### src/rtl/cs_stream_ctrl.sv
// rtl/cs_stream_ctrl.sv - sample/result sequencer for the 9-tap CS core; optional stats via CS_CTRL_STATS_EN
module cs_stream_ctrl #(
  parameter int WIN       = 9,
  parameter int FRAME_LEN = 64,
  parameter int CORE_LAT  = 1
) (
  input  logic        clk,
  input  logic        reset,
  input  logic        s_valid,
  output logic        s_ready,
  input  logic [7:0]  s_data,
  output logic [7:0]  core_x,
  output logic        core_load,
  output logic        core_clr,
  input  logic [9:0]  core_y,
  output logic        m_valid,
  input  logic        m_ready,
  output logic [9:0]  m_data,
  output logic        m_last
`ifdef CS_CTRL_STATS_EN
  ,
  output logic [15:0] stat_frames,
  output logic [15:0] stat_stall
`endif
);

  localparam int CW = $clog2(FRAME_LEN + 1);
  // Countdown covers the core_load cycle plus CORE_LAT cycles of core latency.
  localparam logic [2:0] LAT_LOAD = 3'(CORE_LAT + 1);

  typedef enum logic [1:0] {ST_CLR, ST_FILL, ST_RUN} state_t;

  state_t        state;
  logic [CW-1:0] cnt;
  logic [CW-1:0] cnt_inc;
  logic          busy;
  logic [2:0]    lat_cnt;
  logic          last_pend;
  logic          s_fire;
  logic          m_fire;

  assign cnt_inc = cnt + CW'(1);
  assign s_fire  = s_valid && s_ready;
  assign m_fire  = m_valid && m_ready;

  // Accept every cycle while filling; in RUN only with nothing in flight and nothing held,
  // so a result leaving the port blocks intake for that cycle.
  assign s_ready = (state == ST_FILL) || ((state == ST_RUN) && !busy && !m_valid);

  // Frame sequencer: clear the core, fill the window silently, then one result per sample.
  always_ff @(posedge clk) begin
    if (reset) begin
      state     <= ST_CLR;
      cnt       <= '0;
      busy      <= 1'b0;
      lat_cnt   <= '0;
      last_pend <= 1'b0;
      core_x    <= '0;
      core_load <= 1'b0;
      core_clr  <= 1'b0;
      m_valid   <= 1'b0;
      m_data    <= '0;
      m_last    <= 1'b0;
    end else begin
      core_load <= 1'b0;
      core_clr  <= 1'b0;
      if (m_fire) begin
        m_valid <= 1'b0;
      end
      case (state)
        ST_CLR: begin
          core_clr <= 1'b1;
          cnt      <= '0;
          state    <= (WIN > 1) ? ST_FILL : ST_RUN;
        end
        ST_FILL: begin
          if (s_fire) begin
            core_load <= 1'b1;
            core_x    <= s_data;
            cnt       <= cnt_inc;
            if (cnt_inc == CW'(WIN - 1)) begin
              state <= ST_RUN;
            end
          end
        end
        ST_RUN: begin
          if (s_fire) begin
            core_load <= 1'b1;
            core_x    <= s_data;
            cnt       <= cnt_inc;
            busy      <= 1'b1;
            lat_cnt   <= LAT_LOAD;
            last_pend <= (cnt_inc == CW'(FRAME_LEN));
          end else if (busy) begin
            if (lat_cnt == 3'd0) begin
              m_data  <= core_y;
              m_last  <= last_pend;
              m_valid <= 1'b1;
              busy    <= 1'b0;
            end else begin
              lat_cnt <= lat_cnt - 3'd1;
            end
          end
          if (m_fire && m_last) begin
            state <= ST_CLR;
          end
        end
        default: state <= ST_CLR;
      endcase
    end
  end

`ifdef CS_CTRL_STATS_EN
  // Completed-frame and output-stall counters, saturating at all-ones.
  always_ff @(posedge clk) begin
    if (reset) begin
      stat_frames <= '0;
      stat_stall  <= '0;
    end else begin
      if (m_fire && m_last && (stat_frames != 16'hFFFF)) begin
        stat_frames <= stat_frames + 16'd1;
      end
      if (m_valid && !m_ready && (stat_stall != 16'hFFFF)) begin
        stat_stall <= stat_stall + 16'd1;
      end
    end
  end
`endif

endmodule

### config.mk
export PLATFORM = sky130hd
export DESIGN_NAME = cs_stream_ctrl
export DESIGN_NICKNAME = d
export VERILOG_FILES = /design/src/rtl/cs_stream_ctrl.sv
export SDC_FILE = /design/constraint.sdc
export NUM_CORES = 1
export LEC_CHECK = 0
export CORE_UTILIZATION = 30
export DETAILED_ROUTE_END_ITERATION = 16
export HOLD_SLACK_MARGIN = 0.12
export SLEW_MARGIN = 0
export SYNTH_ARGS = -nofsm -noshare
export SYNTH_HDL_FRONTEND = slang
export SYNTH_SLANG_ARGS = --single-unit
export TNS_END_PERCENT = 10
### constraint.sdc
create_clock -name clk -period 2.45 [get_ports clk]
set_input_delay 0.6125 -clock clk [delete_from_list [all_inputs] [get_ports clk]]
set_output_delay 0.6125 -clock clk [all_outputs]
set_load 0.005 [all_outputs]
==> Implementation_results.wiki, run 1 <==
{| class="wikitable"
! Metric !! Value
|-
| Capturing point of the worst reg2reg path || last_pend
|-
| Fmax || ~0.42 GHz
|-
| Count of final hold-check violations || 0
|-
| Number of instances in the placed design || slightly below 300
|-
| H-tree levels || 2
|-
| Maximum number of pins on one net before global-route repair || 28
|-
| Worst Path Max Fanout || 8
|-
| CP cell instances || inv_2 -> ha_4 -> nor3b_4 -> or2_2 -> clkdlybuf4s50_1
|-
| Utilization after layout || 0.437
|-
| Commonest cells in the synthesized netlist || sky130_fd_sc_hd__dfxtp_1, sky130_fd_sc_hd__nand2_1, sky130_fd_sc_hd__nor2_1, sky130_fd_sc_hd__a21oi_1, sky130_fd_sc_hd__mux2i_1
|-
| Number of top-level design ports || between 40 and 50
|-
| Worst-case headroom to the max-slew limit || 0.579
|-
| 1st-pass router iterations || 4
|-
| Synth unique cells || 40
|-
| Post-synth EDFFs || 0
|-
| Die Height || ~76 µm
|-
| Depth of the critical timing path with buffers and inverters included || 5
|-
| Register area share after synthesis || 0.444
|-
| Required time of the critical path || roughly 1.8 ns
|-
| Top FF cell, synth || sky130_fd_sc_hd__dfxtp_1
|-
| Combined area of the multi-input logic cells || between 800 and 900 µm²
|-
| TNS Setup || 0 ns
|-
| Maximum Capacitance Violations || 0
|-
| Pins Over Slew Limit || 0
|-
| RSZ-0062 raised after global routing || no
|-
| Die Outline Area || about 5700 µm²
|-
| Post-placement setup slack || between 0.15 and 0.2 ns
|-
| Run status || completed
|-
| Number of cell instances on the worst register-to-register path || 8
|-
| Maximum clock path buffer count || 2
|-
| Overflow left after global routing || 0
|-
| Number of rows created at floorplan || 26
|-
| Layout Area Growth over Synthesis || 39.3%
|-
| Time the worst path needs with I/O delays and setup || roughly 2.4 ns
|-
| Synthesized Nets || 214
|-
| Top cells by area, synth || sky130_fd_sc_hd__dfxtp_1, sky130_fd_sc_hd__mux2i_1, sky130_fd_sc_hd__a21oi_1
|-
| Delay of the slowest cell on the worst path || roughly 0.45 ns
|-
| Number of flip-flops and latches in the synthesized netlist || 36
|-
| Clock latency of the later-clocked register in the worst-skew pair || 0.28 ns
|-
| Kind of path behind the tightest hold check || reg2reg
|-
| Antenna Cells || 0
|-
| Clock tree from TritonCTS || yes
|-
| CP top delay family || buffers and inverters
|-
| Clock Skews || ~0.0045 ns
|-
| Hold path depth || 2
|-
| Setup crit start kind || flip-flop
|-
| Number of cells produced by synthesis || about 190
|-
| Via count of the routed design || 1438
|-
| Core box area || 5170 µm²
|-
| Worst setup EP type || output pin
|-
| Initial core utilization || 0.313
|-
| Reg2Reg Setup Slack || 0.52 ns
|-
| Fillcell total || 519
|-
| Final worst setup slack || 0.0894 ns
|-
| DRC violations left || 0
|-
| Sum of net half-perimeters after detailed placement || approximately 2.6 mm
|-
| Die width || about 76 µm
|-
| Count leader, synth || sky130_fd_sc_hd__dfxtp_1
|-
| Number of sinks driven by the clock tree || 36
|-
| Total clock buffers created by CTS || 5
|-
| Combined buffer and inverter count along the critical path || 2
|-
| Worst-path clk slew || roughly 0.070 ns
|-
| Register area || a little over 700 µm²
|-
| Portion of the clock cycle consumed by the worst path in the final layout || 0.964
|-
| ANT nets after route || 0
|-
| Post-synthesis cell type with the largest combined area || sky130_fd_sc_hd__dfxtp_1
|-
| Fraction of layout cells with a size suffix above 1 || 0.0940
|-
| Launch point of the worst path || state[0]
|-
| Leakage Power || about 0.79 nW
|-
| 1st-iter DRT viols || 83
|-
| Total power divided by cell area || 736 nW/µm²
|-
| Crit Path Category || reg2out
|-
| Final #Nets || 262
|-
| Transition time at the pin with the least slew margin || around 0.62 ns
|-
| Syn. warnings || 0
|-
| Combined area of all synthesized cells || approximately 1600 µm²
|-
| Share of flip-flops with an asynchronous set or reset after synthesis || 0
|-
| Vias in the first global route || approximately 1300
|-
| Antenna violations before repair || 0
|-
| I/O Buffers || 44
|-
| Post-synth top area share || 0.444
|-
| Critical path capture point || s_ready
|-
| Total power after layout || 1.66 mW
|-
| Buffer cell driving the clock tree root || sky130_fd_sc_hd__clkbuf_8
|-
| Mean cell area of the mapped netlist || 8.77 µm²
|-
| Average routed wire per standard cell || 12.0 µm
|-
| Peak ir drop on the vdd network || 348 µV
|-
| Overall global routing resource usage || 0.140
|-
| Slowest cell on crit path || sky130_fd_sc_hd__clkdlybuf4s50_1
|-
| Critical register-to-register path startpoint || state[0]
|-
| CP Data Arrival Time || between 1.5 and 2 ns
|-
| First-pass GRT wire length || between 5 and 6 mm
|-
| Setup violations, final || 0
|-
| Final Routed Wirelength || 3.65 mm
|-
| Routability cong. || between 0.7 and 0.8
|-
| Per-cell via count in the routed design || between 4 and 5
|-
| Post-Layout Cell Count || 304
|}
-- cell type report --
type	instances	share of cell area
repair buffers	49	0.212
well taps	70	0.0388
multi-input cells	133	0.379
clock buffers	7	0.0338
clock inverters	1	0.00388
flip-flops and latches	36	0.320
inverters	8	0.0133
-- power by group --
group,switching [mW],internal [mW],total (mW)
Sequential,0.0345,0.638,0.673
Clock,0.206,0.203,0.409
Combinational,0.305,0.275,0.581
-- cell usage in the layout (no fill, tap or decap), drive strengths merged, types with 2 or more instances in the layout --
cell	netlist	final
a31oi	2	2
and3	3	3
dfxtp	36	36
nand2	23	23
a211oi	2	2
inv	8	8
o21a	2	2
clkdlybuf4s50	0	44
a22oi	3	3
ha	7	7
nand2b	4	4
clkbuf	6	7
xnor2	2	2
a21oi	19	19
nand3	7	7
o21ai	3	3
nor3	2	2
buf	2	5
mux2i	11	11
a21o	2	2
nand4	3	3
nor2	22	22
-- worst reg2reg max path: stages (launching register included) --
cell	delay [ns]
sky130_fd_sc_hd__dfxtp_2	0.34
sky130_fd_sc_hd__inv_2	0.10
sky130_fd_sc_hd__ha_4	0.18
sky130_fd_sc_hd__nor3b_4	0.19
sky130_fd_sc_hd__buf_4	0.15
sky130_fd_sc_hd__o21a_4	0.17
sky130_fd_sc_hd__nand2_1	0.08
sky130_fd_sc_hd__or4b_1	0.51
sky130_fd_sc_hd__a21oi_1	0.15
-- metal layers --
| layer | global-route usage | wire (µm) | vias to the layer above |
|---|---|---|---|
| met4 | 0.0741 | 63 | 0 |
| met2 | 0.227 | 1640 | 33 |
| li1 | - | - | 739 |
| met1 | 0.171 | 1770 | 661 |
| met5 | 0 | 0 | - |
| met3 | 0.0370 | 172 | 5 |
-- cell families after synthesis --
family,count (synthesis),share of synthesized area
xor+xnor,3,0.0162
mux,12,0.0748
fa+ha+maj,7,0.0540
flops,36,0.444
compound gates,39,0.154
buf+inv,16,0.0401
simple gates,72,0.217
-- repair_timing --
item | in CTS | in global routing
gates cloned | 0 | 0
pin swaps | 0 | 0
endpoints found under the setup margin | 1 | 1
gates resized for setup | 3 | 2
setup buffers | 1 | 0
hold buffers | 0 | 0
-- state kept, by name, indices dropped and copies added (netlist names) --
| register | cells |
|---|---|
| busy | 1 |
| cnt | 7 |
| core_clr | 1 |
| core_load | 1 |
| core_x | 8 |
| last_pend | 1 |
| lat_cnt | 3 |
| m_data | 10 |
| m_last | 1 |
| m_valid | 1 |
| state | 2 |
-- worst min-delay path by stage --
stage / from / end / slack (ns)
CTS: core_x[2] / core_x[2] / 0.46
finish: core_x[4] / core_x[4] / 0.46
detailed placement: core_x[2] / core_x[2] / 0.45
global placement: core_x[2] / core_x[2] / 0.44
floorplan: last_pend / last_pend / 0.43
global route: core_x[4] / core_x[4] / 0.48
-- through the flow --
stage / hold slack [ns] / instance area, µm²
3_5_place_dp: 0.449 / 2150
5_1_grt: 0.481 / 2260
6_report: 0.455 / 2260
4_1_cts: 0.457 / 2250
2_1_floorplan: 0.432 / 1620
3_3_place_gp: 0.442 / 2150
Power figures use the tool's default switching activity.
==> inputs of run 2 (changes only) <==
- CAP_MARGIN: default -> 20
==> results of run 2 <==
No change in the layout: final DEF, timing and power equal those of run 1.
==> patch, RTL diff (settings of run 2) <==
Build with the macro `CS_CTRL_STATS_EN` defined.
--- a/src/rtl/cs_stream_ctrl.sv
+++ b/src/rtl/cs_stream_ctrl.sv
@@ -1,4 +1,6 @@
 // rtl/cs_stream_ctrl.sv - sample/result sequencer for the 9-tap CS core; optional stats via CS_CTRL_STATS_EN
+`define CS_CTRL_STATS_EN
+
 module cs_stream_ctrl #(
   parameter int WIN       = 9,
   parameter int FRAME_LEN = 64,
Formal check against the unedited RTL (old outputs only; new: stat_frames and stat_stall): equivalent (equiv_simple and equiv_induct, registers matched by name and starting in step).
==> patch against run 2 <==
Synthesized area grew 93%. Critical path depth is the same. Power grew 47%. Design area grew 87%. Sequential share of layout area grew 0.30 points. Via count grew 91%. Clock power grew 97%. Die area grew 90%. Setup slack gained 0.049 ns. Routed wire length grew 98%. Sequential cell count grew 32. Sequential power grew 74%. Cell count grew 87%. Highest routed layer unchanged.
==> patch: results <==
export IMPL_status="completed"
export IMPL_met1_usage_pct=17.4
export IMPL_met2_length_mm=3.38
export IMPL_synth_area_top_cells="dfxtp_1, nor2_1, xor2_1"
export IMPL_antenna_cells=0
export IMPL_slowest_delay_ns=0.35
export IMPL_place_ws_ns=0.192
export IMPL_ys_types=50
export IMPL_finClkSkew_ns=0.00745
export IMPL_wl_met1_mm=3.45
export IMPL_drtIter0Drc=70
export IMPL_wl_met3_um=315
export IMPL_reg2reg_depth=7
export IMPL_grt_pass1_vias=2645
export IMPL_r2r_start="state[1]"
export IMPL_tightest_slew_ns=0.665
export IMPL_intPower_uw=1780
export IMPL_worstPathArrival_ns=1.70
export IMPL_grt_usage_pct=14.1
export IMPL_gp_congestion=0.786
export IMPL_cpMaxStageDelayCell="dfxtp_2"
export IMPL_p_leak_uw=0.00147
export IMPL_largestRegisters="stat_frames (16), stat_stall (16), m_data (10)"
export IMPL_cts_htree_levels=3
export IMPL_wl_per_cell_um=12.7
export IMPL_finalSetupTns_ns=0
export IMPL_cts_setup_buffers=0
export IMPL_via_per_inst=4.85
export IMPL_hpwl_mm=5.19
export IMPL_crit_start="state[0]"
export IMPL_irDropWorstVdd_mv=0.251
export IMPL_clk_pin_slew_ns=0.07
export IMPL_path_max_fanout=4
export IMPL_grt_max_degree=29
export IMPL_top_layer="met4"
export IMPL_grt_met3_usage_pct=4.51
export IMPL_io_buffer_count=76
export IMPL_syn_inst=350
export IMPL_nets=463
export IMPL_cts_resized=2
export IMPL_syn_nets=381
export IMPL_hold_start="core_x[1]"
export IMPL_layout_drive_gt1_share_pct=7.60
export IMPL_clk_latency_ns=0.34
export IMPL_place_inst=554
export IMPL_ys_seq_area_share_pct=43.5
export IMPL_numCtsBuffers=9
export IMPL_stdcell_count=567
export IMPL_grt_pass1_wl_mm=12.5
export IMPL_nFillCells=965
export IMPL_synth_warnings=0
export IMPL_synth_common_cells="dfxtp_1, nor2_1, nand2_1"
export IMPL_gr_usage_met2_pct=23.0
## patch: cell families (layout without fill, tap and decap cells)
logic type / after synthesis / in the layout / share of synthesized area (%)
AND/OR/NAND/NOR: 150 / 150 / 24.9
AO/OA/AOI/OAI: 61 / 61 / 13.0
adder cells (fa/ha/maj): 9 / 9 / 3.60
multiplexers: 15 / 15 / 4.84
flip-flops: 68 / 68 / 43.5
XOR/XNOR: 27 / 27 / 7.56
buffers and inverters: 20 / 104 / 2.64
## patch: final cells by class
type,count,area (sq um),share of cell area [%]
clock buffer,11,151,3.59
inverter,6,22.5,0.533
clock inverter,2,12.5,0.296
tap,133,166,3.94
sequential,68,1360,32.3
timing repair buffer,85,822,19.5
multi-input combinational,262,1690,39.9
## patch: power by group through the flow
| stage | clock network, uW | logic (uW) | registers [uW] |
|---|---|---|---|
| after CTS | 836 | 474 | 1170 |
| after global routing | 882 | 527 | 1170 |
| final | 807 | 473 | 1170 |
| after floorplan | 0 | 290 | 1190 |
| after detailed placement | 0 | 476 | 1190 |
| after global placement | 0 | 474 | 1190 |
## patch: metrics by stage
stage          hold slack, ns  cell area (sq um)
4_1_cts                 0.460               4220
3_3_place_gp            0.445               4060
3_5_place_dp            0.451               4060
2_1_floorplan           0.432               3130
6_report                0.457               4220
5_1_grt                 0.481               4220
## patch: worst max-delay path, delay by kind of cell (launching register included)
| family | cells | cell delay (ns) |
|---|---|---|
| adder cells (fa/ha/maj) | 1 | 0.22 |
| buffers and inverters | 2 | 0.34 |
| flip-flops | 1 | 0.35 |
| AND/OR/NAND/NOR | 2 | 0.45 |
## patch: final timing paths
check / endpoint / slack [ns]
setup / recovery: s_ready / 0.14
hold / removal: core_x[1] / 0.46
setup reg to reg: cnt[5] / 0.35
hold reg to reg: core_x[1] / 0.46
